File: src/rtl/m_cycle_pkg.sv
// M-cycle type shared by the sequencer and the controller decoder, plus the
// per-opcode sequence descriptor used inside the sequencer.
package m_cycle_pkg;

  typedef enum logic [4:0] {
    M_FETCH, M_IDLE, M_ROM_READ, M_REG_WRITE, M_REG_COPY, M_MEM_READ,
    M_MEM_WRITE, M_ALU_CALC, M_PC_WRITE, M_PUSH_PCH, M_PUSH_PCL, M_POP1,
    M_POP2, M_SP_INC, M_RST_ADDR_COPY, M_PUSH1, M_PUSH2, M_REG16_WRITE,
    M_STORE_SPL, M_STORE_SPH, M_DAA, M_BITALU_CALC, M_ADDER16_CALC, M_SHIFT
  } m_cycle_type;

  // len execute steps; when has_cond, a false cc ends the sequence at the
  // tick that closes step cond_step.
  typedef struct packed {
    logic [2:0]             len;
    logic                   has_cond;
    logic [2:0]             cond_step;
    logic                   halt;
    logic                   lock;
    m_cycle_type [4:0]      cyc;
  } seq_t;

endpackage

File: src/rtl/m_cycle_sequencer.sv
// Per-instruction M-cycle sequencer: fetch, execute, HALT, interrupt dispatch, lock.
// Optional HALT_BUG_EN adds pc_inc_inhibit for the DMG halt bug.
module m_cycle_sequencer
  import m_cycle_pkg::*;
(
  input  logic        clk,
  input  logic        n_reset,
  input  logic        m_tick,
  input  logic [7:0]  op,
  input  logic [7:0]  op_prefix,
  input  logic        flag_z,
  input  logic        flag_c,
  input  logic        ime,
  input  logic        irq_pending,
  output m_cycle_type m_cycle,
  output logic        interrupt,
  output logic        op_load,
  output logic        prefix_load,
  output logic        int_ack,
  output logic        halted
`ifdef HALT_BUG_EN
  ,
  output logic        pc_inc_inhibit
`endif
);

  typedef enum logic [2:0] {S_FETCH, S_EXEC, S_HALT, S_INT, S_LOCK} state_e;

  function automatic seq_t mk(input logic [2:0] n,
                              input m_cycle_type c0 = M_IDLE,
                              input m_cycle_type c1 = M_IDLE,
                              input m_cycle_type c2 = M_IDLE,
                              input m_cycle_type c3 = M_IDLE,
                              input m_cycle_type c4 = M_IDLE);
    seq_t m;
    m        = '0;
    m.len    = n;
    m.cyc[0] = c0;
    m.cyc[1] = c1;
    m.cyc[2] = c2;
    m.cyc[3] = c3;
    m.cyc[4] = c4;
    return m;
  endfunction

  // op and op_prefix are taken as valid on the tick that latches them.
  function automatic seq_t seq_of(input logic [7:0] o, input logic [7:0] p);
    seq_t        s;
    m_cycle_type k;
    s = mk(3'd0);
    k = (p[7:6] == 2'b00) ? M_SHIFT : M_BITALU_CALC;
    casez (o)
      8'hD3, 8'hDB, 8'hDD, 8'hE3, 8'hE4, 8'hEB,
      8'hEC, 8'hED, 8'hF4, 8'hFC, 8'hFD: s.lock = 1'b1;
      8'h76:        s.halt = 1'b1;
      8'h00, 8'hF3, 8'hFB: s.len = 3'd0;
      8'h08:        s = mk(3'd4, M_ROM_READ, M_ROM_READ, M_STORE_SPL, M_STORE_SPH);
      8'h10:        s = mk(3'd1, M_ROM_READ);
      8'h18:        s = mk(3'd2, M_ROM_READ, M_PC_WRITE);
      8'h27:        s = mk(3'd1, M_DAA);
      8'h2F:        s = mk(3'd1, M_ALU_CALC);
      8'h37, 8'h3F: s = mk(3'd1, M_BITALU_CALC);
      8'h34, 8'h35: s = mk(3'd2, M_MEM_READ, M_MEM_WRITE);
      8'h36:        s = mk(3'd2, M_ROM_READ, M_MEM_WRITE);
      8'b001??000: begin
        s = mk(3'd2, M_ROM_READ, M_PC_WRITE);
        s.has_cond = 1'b1;
      end
      8'b00??0001: s = mk(3'd2, M_ROM_READ, M_ROM_READ);
      8'b00??0010: s = mk(3'd1, M_MEM_WRITE);
      8'b00??1010: s = mk(3'd1, M_MEM_READ);
      8'b00???011, 8'b00??1001: s = mk(3'd1, M_ADDER16_CALC);
      8'b00???10?: s = mk(3'd1, M_ALU_CALC);
      8'b00???110: s = mk(3'd2, M_ROM_READ, M_REG_WRITE);
      8'b000??111: s = mk(3'd1, M_SHIFT);
      8'b01??????: begin
        if (o[5:3] == o[2:0])      s = mk(3'd0);
        else if (o[2:0] == 3'd6)   s = mk(3'd1, M_MEM_READ);
        else if (o[5:3] == 3'd6)   s = mk(3'd1, M_MEM_WRITE);
        else                       s = mk(3'd1, M_REG_COPY);
      end
      8'b10??????: s = (o[2:0] == 3'd6) ? mk(3'd2, M_MEM_READ, M_ALU_CALC)
                                        : mk(3'd1, M_ALU_CALC);
      8'b110??000: begin
        s = mk(3'd4, M_IDLE, M_POP1, M_POP2, M_SP_INC);
        s.has_cond = 1'b1;
      end
      8'b110??010: begin
        s = mk(3'd3, M_ROM_READ, M_ROM_READ, M_PC_WRITE);
        s.has_cond  = 1'b1;
        s.cond_step = 3'd1;
      end
      8'b110??100: begin
        s = mk(3'd5, M_ROM_READ, M_ROM_READ, M_PUSH_PCH, M_PUSH_PCL, M_PC_WRITE);
        s.has_cond  = 1'b1;
        s.cond_step = 3'd1;
      end
      8'hC3:        s = mk(3'd3, M_ROM_READ, M_ROM_READ, M_PC_WRITE);
      8'hCD:        s = mk(3'd5, M_ROM_READ, M_ROM_READ, M_PUSH_PCH, M_PUSH_PCL, M_PC_WRITE);
      8'hC9, 8'hD9: s = mk(3'd3, M_POP1, M_POP2, M_SP_INC);
      8'hCB:        s = (p[2:0] == 3'd6) ? mk(3'd3, M_ROM_READ, M_MEM_READ, k)
                                         : mk(3'd2, M_ROM_READ, k);
      8'hE0:        s = mk(3'd2, M_ROM_READ, M_MEM_WRITE);
      8'hF0:        s = mk(3'd2, M_ROM_READ, M_MEM_READ);
      8'hE2:        s = mk(3'd1, M_MEM_WRITE);
      8'hF2:        s = mk(3'd1, M_MEM_READ);
      8'hE8, 8'hF8: s = mk(3'd2, M_ROM_READ, M_ADDER16_CALC);
      8'hE9:        s = mk(3'd1, M_PC_WRITE);
      8'hEA:        s = mk(3'd3, M_ROM_READ, M_ROM_READ, M_MEM_WRITE);
      8'hFA:        s = mk(3'd3, M_ROM_READ, M_ROM_READ, M_MEM_READ);
      8'hF9:        s = mk(3'd1, M_ADDER16_CALC);
      8'b11??0001:  s = mk(3'd3, M_POP1, M_POP2, M_REG16_WRITE);
      8'b11??0101:  s = mk(3'd3, M_PUSH1, M_PUSH2, M_SP_INC);
      8'b11???110:  s = mk(3'd2, M_ROM_READ, M_ALU_CALC);
      8'b11???111:  s = mk(3'd4, M_RST_ADDR_COPY, M_PUSH_PCH, M_PUSH_PCL, M_PC_WRITE);
      default:      s = mk(3'd0);
    endcase
    return s;
  endfunction

  function automatic m_cycle_type int_cyc(input logic [2:0] st);
    case (st)
      3'd2:    return M_PUSH_PCH;
      3'd3:    return M_PUSH_PCL;
      3'd4:    return M_PC_WRITE;
      default: return M_IDLE;
    endcase
  endfunction

  state_e      state_q;
  logic [2:0]  step_q;
  m_cycle_type m_cycle_q;
  logic        interrupt_q;
  logic        halted_q;
  seq_t        sq;
  logic        cc_ok;
  logic        last_step;
  logic        take_int;
  logic [2:0]  step_nx;

  always_comb begin
    sq = seq_of(op, op_prefix);
    case (op[4:3])
      2'b00:   cc_ok = ~flag_z;
      2'b01:   cc_ok = flag_z;
      2'b10:   cc_ok = ~flag_c;
      default: cc_ok = flag_c;
    endcase
    step_nx   = step_q + 3'd1;
    last_step = (step_nx == sq.len) ||
                (sq.has_cond && (step_q == sq.cond_step) && !cc_ok);
    take_int  = ime && irq_pending;
  end

`ifdef HALT_BUG_EN
  logic inhibit_q;
  assign pc_inc_inhibit = inhibit_q;
`endif

  always_ff @(posedge clk or negedge n_reset) begin
    if (!n_reset) begin
      state_q     <= S_FETCH;
      step_q      <= 3'd0;
      m_cycle_q   <= M_FETCH;
      interrupt_q <= 1'b0;
      halted_q    <= 1'b0;
`ifdef HALT_BUG_EN
      inhibit_q   <= 1'b0;
`endif
    end else if (m_tick) begin
`ifdef HALT_BUG_EN
      inhibit_q <= 1'b0;
`endif
      step_q <= 3'd0;
      case (state_q)
        S_FETCH: begin
          if (sq.lock) begin
            state_q   <= S_LOCK;
            m_cycle_q <= M_IDLE;
          end else if (sq.halt) begin
            state_q   <= S_HALT;
            m_cycle_q <= M_IDLE;
            halted_q  <= 1'b1;
          end else if (sq.len != 3'd0) begin
            state_q   <= S_EXEC;
            m_cycle_q <= sq.cyc[0];
          end else if (take_int) begin
            state_q     <= S_INT;
            m_cycle_q   <= M_IDLE;
            interrupt_q <= 1'b1;
          end else begin
            m_cycle_q <= M_FETCH;
          end
        end
        S_EXEC: begin
          if (!last_step) begin
            step_q    <= step_nx;
            m_cycle_q <= sq.cyc[step_nx];
          end else if (take_int) begin
            state_q     <= S_INT;
            m_cycle_q   <= M_IDLE;
            interrupt_q <= 1'b1;
          end else begin
            state_q   <= S_FETCH;
            m_cycle_q <= M_FETCH;
          end
        end
        S_HALT: begin
          if (irq_pending) begin
            halted_q <= 1'b0;
            if (ime) begin
              state_q     <= S_INT;
              m_cycle_q   <= M_IDLE;
              interrupt_q <= 1'b1;
            end else begin
              state_q   <= S_FETCH;
              m_cycle_q <= M_FETCH;
`ifdef HALT_BUG_EN
              inhibit_q <= 1'b1;
`endif
            end
          end
        end
        S_INT: begin
          // Dispatch runs to completion even if irq_pending drops.
          if (step_q == 3'd4) begin
            state_q     <= S_FETCH;
            m_cycle_q   <= M_FETCH;
            interrupt_q <= 1'b0;
          end else begin
            step_q    <= step_nx;
            m_cycle_q <= int_cyc(step_nx);
          end
        end
        default: begin
          state_q   <= S_LOCK;
          m_cycle_q <= M_IDLE;
        end
      endcase
    end
  end

  assign m_cycle     = m_cycle_q;
  assign interrupt   = interrupt_q;
  assign halted      = halted_q;
  // Strobes are forced low while reset is held so no pending latch fires.
  assign op_load     = n_reset && m_tick && (state_q == S_FETCH);
  assign prefix_load = n_reset && m_tick && (state_q == S_EXEC) &&
                       (step_q == 3'd0) && (op == 8'hCB);
  assign int_ack     = n_reset && m_tick && (state_q == S_INT) && (step_q == 3'd4);

endmodule

File: config.mk
export PLATFORM = sky130hd
export DESIGN_NAME = m_cycle_sequencer
export DESIGN_NICKNAME = d
export VERILOG_FILES = /design/src/rtl/m_cycle_pkg.sv /design/src/rtl/m_cycle_sequencer.sv
export SDC_FILE = /design/constraint.sdc
export NUM_CORES = 1
export LEC_CHECK = 0
export ABC_AREA = 0
export BUFFER_PORTS_ARGS = -buffer_cell sky130_fd_sc_hd__buf_2
export CAP_MARGIN = 30
export CORE_MARGIN = 2
export CORE_UTILIZATION = 40
export CTS_CLUSTER_DIAMETER = 80
export CTS_CLUSTER_SIZE = 28
export DETAILED_ROUTE_END_ITERATION = 12
export GPL_ROUTABILITY_DRIVEN = 0
export PLACE_DENSITY = 0.59
export REMOVE_ABC_BUFFERS = 1
export SLEW_MARGIN = 0
export SYNTH_ARGS = -nofsm -noshare
export SYNTH_HDL_FRONTEND = slang
export SYNTH_SLANG_ARGS = --single-unit
File: constraint.sdc
create_clock -name clk -period 3 [get_ports clk]
set_input_delay 0.15 -clock clk [delete_from_list [all_inputs] [get_ports clk]]
set_output_delay 0.15 -clock clk [all_outputs]
set_load 0.01 [all_outputs]
==> results.json, run 1 <==
{
  "power_frac_comb": 0.529,
  "synth_top_area_share": 0.109,
  "ys_warn_count": 0,
  "cts-root-buf": "clkbuf_8",
  "cts_buffers": 3,
  "fin_nets": 555,
  "cts.sinks": 13,
  "synth_area_leaders": "dfrtp_1 (11%), nor2_1 (5.2%), ha_1 (5.0%)",
  "r2r-start": "step_q[1]$_DFFE_PN0P_",
  "whs_ns": 0.296,
  "power.total_uw": 734,
  "cp-startpoint": "op[7]",
  "avgSynthCellArea_um2": 7.16,
  "stdcell_count": 618,
  "drcViolationCount": 0,
  "initialDrtViolationCount": 353,
  "hold_path.class": "in -> reg",
  "rows": 31,
  "p_sw_uw": 284,
  "maxCapViolCount": 0,
  "slew_headroom": 0.647,
  "clk_latency_ns": 0.25,
  "drt_wl_total_um": 11400,
  "yosysUniqueCellTypes": 85,
  "status": "complete, no violations",
  "endpoint": "m_cycle[4]$_DFFE_PN0P_",
  "synth_cells": 416,
  "first_global_vias": 3690,
  "grt-ovfl-total": 0,
  "switching_share": 0.387,
  "synth_ff_type": "dfrtp_1",
  "power.internal_uw": 450,
  "dieArea_mm2": 0.00815,
  "core_area_mm2": 0.00721,
  "synth_top_cell_by_area": "dfrtp_1",
  "p_seq_frac": 0.248,
  "async_flop_share": 1.00,
  "boundaryPins": 33,
  "tritoncts": "yes",
  "ys_seq_area_frac": 0.109,
  "initial_core_util": 0.413,
  "num_vias": 3880,
  "r2r_cells": 9,
  "synth_common_cells": "nor2_1 (41), nand2_1 (33), a21oi_1 (20)",
  "period_needed_ns": 2.88,
  "synth_area_mm2": 0.00298,
  "powerDensity_mw_per_mm2": 187,
  "period_share": 0.961,
  "grt_pass1_wl_um": 18100,
  "critPathKind": "in -> reg",
  "grt_max_degree": 28,
  "fin_util": 0.546,
  "hpwl_um": 9130,
  "cp_slowest_stage_delay_ns": 0.51,
  "worstHoldPathCells": 2,
  "fin_worst_skew_ns": 0.00254,
  "reg2reg_to": "m_cycle[4]$_DFFE_PN0P_",
  "start_kind": "primary input",
  "final_antenna_net_count": 0,
  "crit_path_cell_trace": "buf_2 -> buf_4 -> inv_1 -> ha_2 -> or4b_4 -> o22ai_2 -> nor4b_2 -> and2_2 -> a31oi_4 -> xor2_2 -> a311o_1 -> or4_1 -> a22oi_1",
  "p_leak_nw": 1.81,
  "syn_to_final_growth_pct": 32.2,
  "critical_path_required_ns": 3.17,
  "die_h_um": 90.3,
  "grt.total_usage": 0.269,
  "antennaDiodeCount": 0,
  "maxSlewViolCount": 0,
  "cp_max_fo": 7,
  "antenna_found_initial": 0,
  "r2r_slack_ns": 0.52,
  "synth_most_common_cell": "nor2_1",
  "ys_ff_latch": 13,
  "clk_pin_slew_worst_paths_ns": 0.06,
  "end_kind": "flip-flop",
  "finalSetupViolations": 0,
  "clkPwrFrac": 0.223,
  "synth_edf_count": 0,
  "port_buffers": 29,
  "cpMaxStageDelayCell": "or4b_4",
  "cp.arrival_ns": 3.05,
  "fmaxAchievable_ghz": 0.347,
  "wire_per_inst_um": 18.5,
  "firstDrtPassIters": 6,
  "worstMarginPinSlew_ns": 0.525,
  "post-place-cells": 611,
  "die_w_um": 90.3,
  "clock_path_buffers": 2,
  "drive_gt1_frac": 0.328,
  "htreeDepth": 1,
  "vias_per_cell": 6.28,
  "hold_viol_final": 0,
  "peakVddDrop_v": 0.0000920
}
==> placed cells by master (no fill, tap or decap), drive strengths merged, types with 4 or more instances in the layout <==
cell type / netlist / final
nand4b: 5 / 5
nand2: 33 / 33
and2: 7 / 7
and3b: 5 / 5
a211oi: 6 / 6
ha: 12 / 12
dfrtp: 13 / 13
nor2: 41 / 41
o211ai: 10 / 10
or4: 5 / 5
nand3b: 5 / 5
buf: 20 / 133
a2111oi: 4 / 4
and3: 12 / 12
nand3: 19 / 19
or3: 5 / 5
xnor2: 4 / 4
inv: 13 / 13
nand4: 5 / 5
nor3: 15 / 15
nand2b: 7 / 7
xor2: 4 / 4
o31ai: 6 / 6
nor4: 7 / 7
a31oi: 14 / 14
nor3b: 4 / 4
clkbuf: 15 / 4
and4: 7 / 7
a31o: 4 / 4
a21oi: 20 / 20
a21o: 4 / 4
o21ai: 19 / 19
==> power groups by stage <==
stage | registers (mW) | logic, mW | clock network, mW
2_1_floorplan | 0.184 | 0.169 | 0
6_report | 0.182 | 0.388 | 0.164
4_1_cts | 0.182 | 0.370 | 0.164
3_5_place_dp | 0.185 | 0.368 | 0
3_3_place_gp | 0.185 | 0.364 | 0
5_1_grt | 0.183 | 0.416 | 0.169
==> sequential cells by signal (all words and copies together) (netlist names) <==
name,count
m_cycle,5
state_q,3
step_q,3
halted,1
interrupt,1
==> per-stage QoR <==
stage | TNS, ns | cell area [µm²] | setup WS, ns
floorplan | -0.251 | 2790 | -0.150
global placement | -0.573 | 3820 | -0.229
detailed placement | -1.37 | 3820 | -0.353
CTS | 0 | 3880 | 0.0151
global route | -0.0103 | 3940 | -0.0103
finish | 0 | 3940 | 0.117
==> area by class of cell <==
type                    count  area, µm²
fillers                   710       3280
multi-input cells         354       2450
repair buffers            134        940
flip-flops and latches     13        325
well taps                  99        124
inverters                  14       52.6
clock buffers               4       45.0
==> worst max-delay path: cells and delay by family <==
| kind | cells | cell delay (ns) |
|---|---|---|
| XOR/XNOR | 1 | 0.12 |
| AO/OA/AOI/OAI | 4 | 0.90 |
| adder cells (fa/ha/maj) | 1 | 0.23 |
| buffers and inverters | 3 | 0.34 |
| AND/OR/NAND/NOR | 4 | 1.32 |
==> worst min-delay path by stage <==
| stage | from | to | slack [ns] |
|---|---|---|---|
| after detailed placement | n_reset | step_q[0]$_DFFE_PN0P_ | 0.07 |
| after global routing | m_tick | step_q[1]$_DFFE_PN0P_ | 0.32 |
| after floorplan | n_reset | halted$_DFFE_PN0P_ | -0.15 |
| after global placement | n_reset | step_q[0]$_DFFE_PN0P_ | 0.06 |
| after CTS | m_tick | step_q[1]$_DFFE_PN0P_ | 0.29 |
| final | m_tick | step_q[1]$_DFFE_PN0P_ | 0.30 |
==> cell families (layout without fill, tap and decap cells) <==
kind of cell,count (synthesis),count (layout),share of synthesized area
and+or+nand+nor,203,203,0.408
AOI/OAI and AO/OA,127,127,0.312
buffers and inverters,49,152,0.0824
DFF,13,13,0.109
adders and majority gates,12,12,0.0504
xor gates and xnor gates,8,8,0.0235
muxes,4,4,0.0139
==> timing repair <==
item / in CTS / in global routing
setup endpoints to repair: 2 / 3
gates resized for setup: 1 / 12
buffers inserted: 0 / 2
hold buffers: 1 / 0
endpoints found under the hold margin: 13 / 0
pin swaps: 0 / 6
==> layer usage <==
layer / wire length (µm) / up-vias / GRT usage
li1: - / 1806 / -
met1: 4690 / 1824 / 0.339
met2: 5500 / 208 / 0.482
met3: 818 / 42 / 0.0125
met4: 421 / 0 / 0.103
met5: 0 / - / 0
(Power assumes the default switching activity.)
==> inputs of run 2 (changes only) <==
--- a/config.mk
+++ b/config.mk
@@ -14,7 +14,7 @@
 export CTS_CLUSTER_SIZE = 28
 export DETAILED_ROUTE_END_ITERATION = 12
 export GPL_ROUTABILITY_DRIVEN = 0
-export PLACE_DENSITY = 0.59
+export PLACE_DENSITY = 0.62
 export REMOVE_ABC_BUFFERS = 1
 export SLEW_MARGIN = 0
 export SYNTH_ARGS = -nofsm -noshare
==> results.json, run 2 (synthesis gave the netlist of run 1 again) <==
{
  "status": "complete, no violations",
  "crit_buf_inv": 2,
  "syn_to_final_growth_pct": 31.6,
  "clk_pin_slew_worst_paths_ns": 0.06,
  "p_sw_uw": 287,
  "rows": 31,
  "grt.total_usage": 0.279,
  "initial_core_util": 0.413,
  "core_area_mm2": 0.00721,
  "post-place-ws_ns": -0.286,
  "clk_latency_ns": 0.25,
  "grt-ovfl-total": 0,
  "post_cts_buffers": 0,
  "maxSlewViolCount": 0,
  "crit_family": "simple AND/OR/NAND/NOR gates",
  "initialDrtViolationCount": 326,
  "slew_headroom": 0.632,
  "vias_per_cell": 6.24,
  "power_frac_comb": 0.532,
  "boundaryPins": 33,
  "dieArea_mm2": 0.00815,
  "critPathKind": "in -> reg",
  "r2r-start": "step_q[1]$_DFFE_PN0P_",
  "crit_path_cell_trace": "buf_2 -> inv_2 -> ha_1 -> and4b_1 -> a211oi_2 -> nand2_1 -> or4_4 -> a31oi_4 -> xor2_1 -> a311o_1 -> or4_1 -> a22oi_1",
  "r2r_slack_ns": 0.47,
  "p_seq_frac": 0.248,
  "cts-root-buf": "clkbuf_8",
  "period_share": 0.976,
  "finalWorstSetupSlack_ns": 0.0721,
  "antenna_found_initial": 0,
  "reg2reg_to": "m_cycle[4]$_DFFE_PN0P_",
  "worstMarginPinSlew_ns": 0.548,
  "first_global_vias": 3762,
  "largest_reg_flops": 5,
  "fin_worst_skew_ns": 0.00202,
  "finalSetupViolations": 0,
  "cp_max_fo": 4,
  "layout_common_cells": "buf_4 (100), nor2_1 (41), nand2_1 (33)",
  "drcViolationCount": 0,
  "worstHoldStart": "m_tick",
  "final_antenna_net_count": 0,
  "cp.arrival_ns": 3.09,
  "port_buffers": 29,
  "cpMaxStageDelayCell": "or4_4",
  "worstHoldPathCells": 2,
  "grt_max_degree": 18,
  "drt_wl_total_um": 11500,
  "hpwl_um": 9290,
  "end_kind": "flip-flop",
  "hold_viol_final": 0,
  "fin_nets": 552,
  "switching_share": 0.390,
  "wire_per_inst_um": 18.7,
  "final_common_cell": "buf_4",
  "num_vias": 3836,
  "die_h_um": 90.3,
  "fmaxAchievable_ghz": 0.342,
  "antennaDiodeCount": 0,
  "die_w_um": 90.3,
  "critical_path_required_ns": 3.16,
  "grt_pass1_wl_um": 18800,
  "power.internal_uw": 449,
  "firstDrtPassIters": 5,
  "maxCapViolCount": 0,
  "start_kind": "primary input",
  "drive_gt1_frac": 0.314,
  "htreeDepth": 1,
  "powerDensity_mw_per_mm2": 188,
  "rsz0062_at_grt": "no",
  "crit_cells": 12,
  "tritoncts": "yes",
  "cp_slowest_stage_delay_ns": 0.56,
  "r2r_cells": 9,
  "holdPathEnd": "step_q[1]$_DFFE_PN0P_",
  "p_leak_nw": 1.80,
  "cts_buffers": 3,
  "fin_util": 0.543,
  "period_needed_ns": 2.93,
  "clkPwrFrac": 0.220,
  "clock_path_buffers": 2,
  "hold_path.class": "in -> reg",
  "cts.sinks": 13,
  "peakVddDrop_v": 0.000159
}
## run 2: cell count changes in the layout (fill, tap and decap cells not counted), sizes merged
cell    delta
buf        -4
clkbuf     +1
## run 2: timing repair
| action | 4_1_cts | 5_1_grt |
|---|---|---|
| pin swaps | 0 | 2 |
| gates resized for setup | 1 | 8 |
| endpoints found under the setup margin | 1 | 3 |
| hold buffers | 1 | 0 |
| hold endpoints to repair | 13 | 0 |
## run 2: worst register-to-register path, stage by stage (launching register included)
cell and delay, ns:
dfrtp_1 0.43, ha_1 0.28, xnor2_1 0.19, buf_4 0.18, nor4_1 0.06, a21oi_1 0.13, o211ai_1 0.14, a311o_1 0.34
or4_1 0.49, a22oi_1 0.21
## run 2: layout make-up
type	instances	area (µm²)
clock buffer	4	45.0
sequential	13	325
tap	99	124
timing repair buffer	131	928
inverter	14	52.6
multi-input combinational	354	2440
fill	725	3300
## run 2: routing by layer
layer  up-vias  track usage  wire (µm)
li1       1812            -          -
met1      1814        0.347       4750
met2       171        0.497       5690
met3        39       0.0225        608
met4         0        0.112        437
met5         -            0          0
## run 2: stage by stage
| step | TNS [ns] | hold slack [ns] | cell area (µm²) | cells | power, mW |
|---|---|---|---|---|---|
| after floorplan | -0.251 | -0.146 | 2790 | 381 | 0.352 |
| after global placement | -0.390 | 0.0606 | 3820 | 610 | 0.551 |
| after detailed placement | -0.632 | 0.0701 | 3820 | 610 | 0.558 |
| after CTS | 0 | 0.260 | 3880 | 615 | 0.722 |
| after global routing | 0 | 0.300 | 3920 | 615 | 0.775 |
| final | 0 | 0.274 | 3920 | 615 | 0.736 |
## run 2: how the worst max path moves through the flow
stage                from  slack, ns                endpoint
detailed placement  op[6]      -0.29  m_cycle[4]$_DFFE_PN0P_
global placement    op[6]      -0.18  m_cycle[4]$_DFFE_PN0P_
finish              op[2]       0.07  m_cycle[4]$_DFFE_PN0P_
global route        op[6]      0.001  m_cycle[4]$_DFFE_PN0P_
CTS                 op[6]       0.04  m_cycle[4]$_DFFE_PN0P_
floorplan           op[6]      -0.15  m_cycle[4]$_DFFE_PN0P_
## run 2: power by group through the flow
stage	sequential, mW	combinational, mW	clock, mW
6_report	0.182	0.392	0.162
5_1_grt	0.183	0.419	0.174
4_1_cts	0.182	0.375	0.165
3_5_place_dp	0.185	0.373	0
3_3_place_gp	0.185	0.366	0
2_1_floorplan	0.184	0.169	0
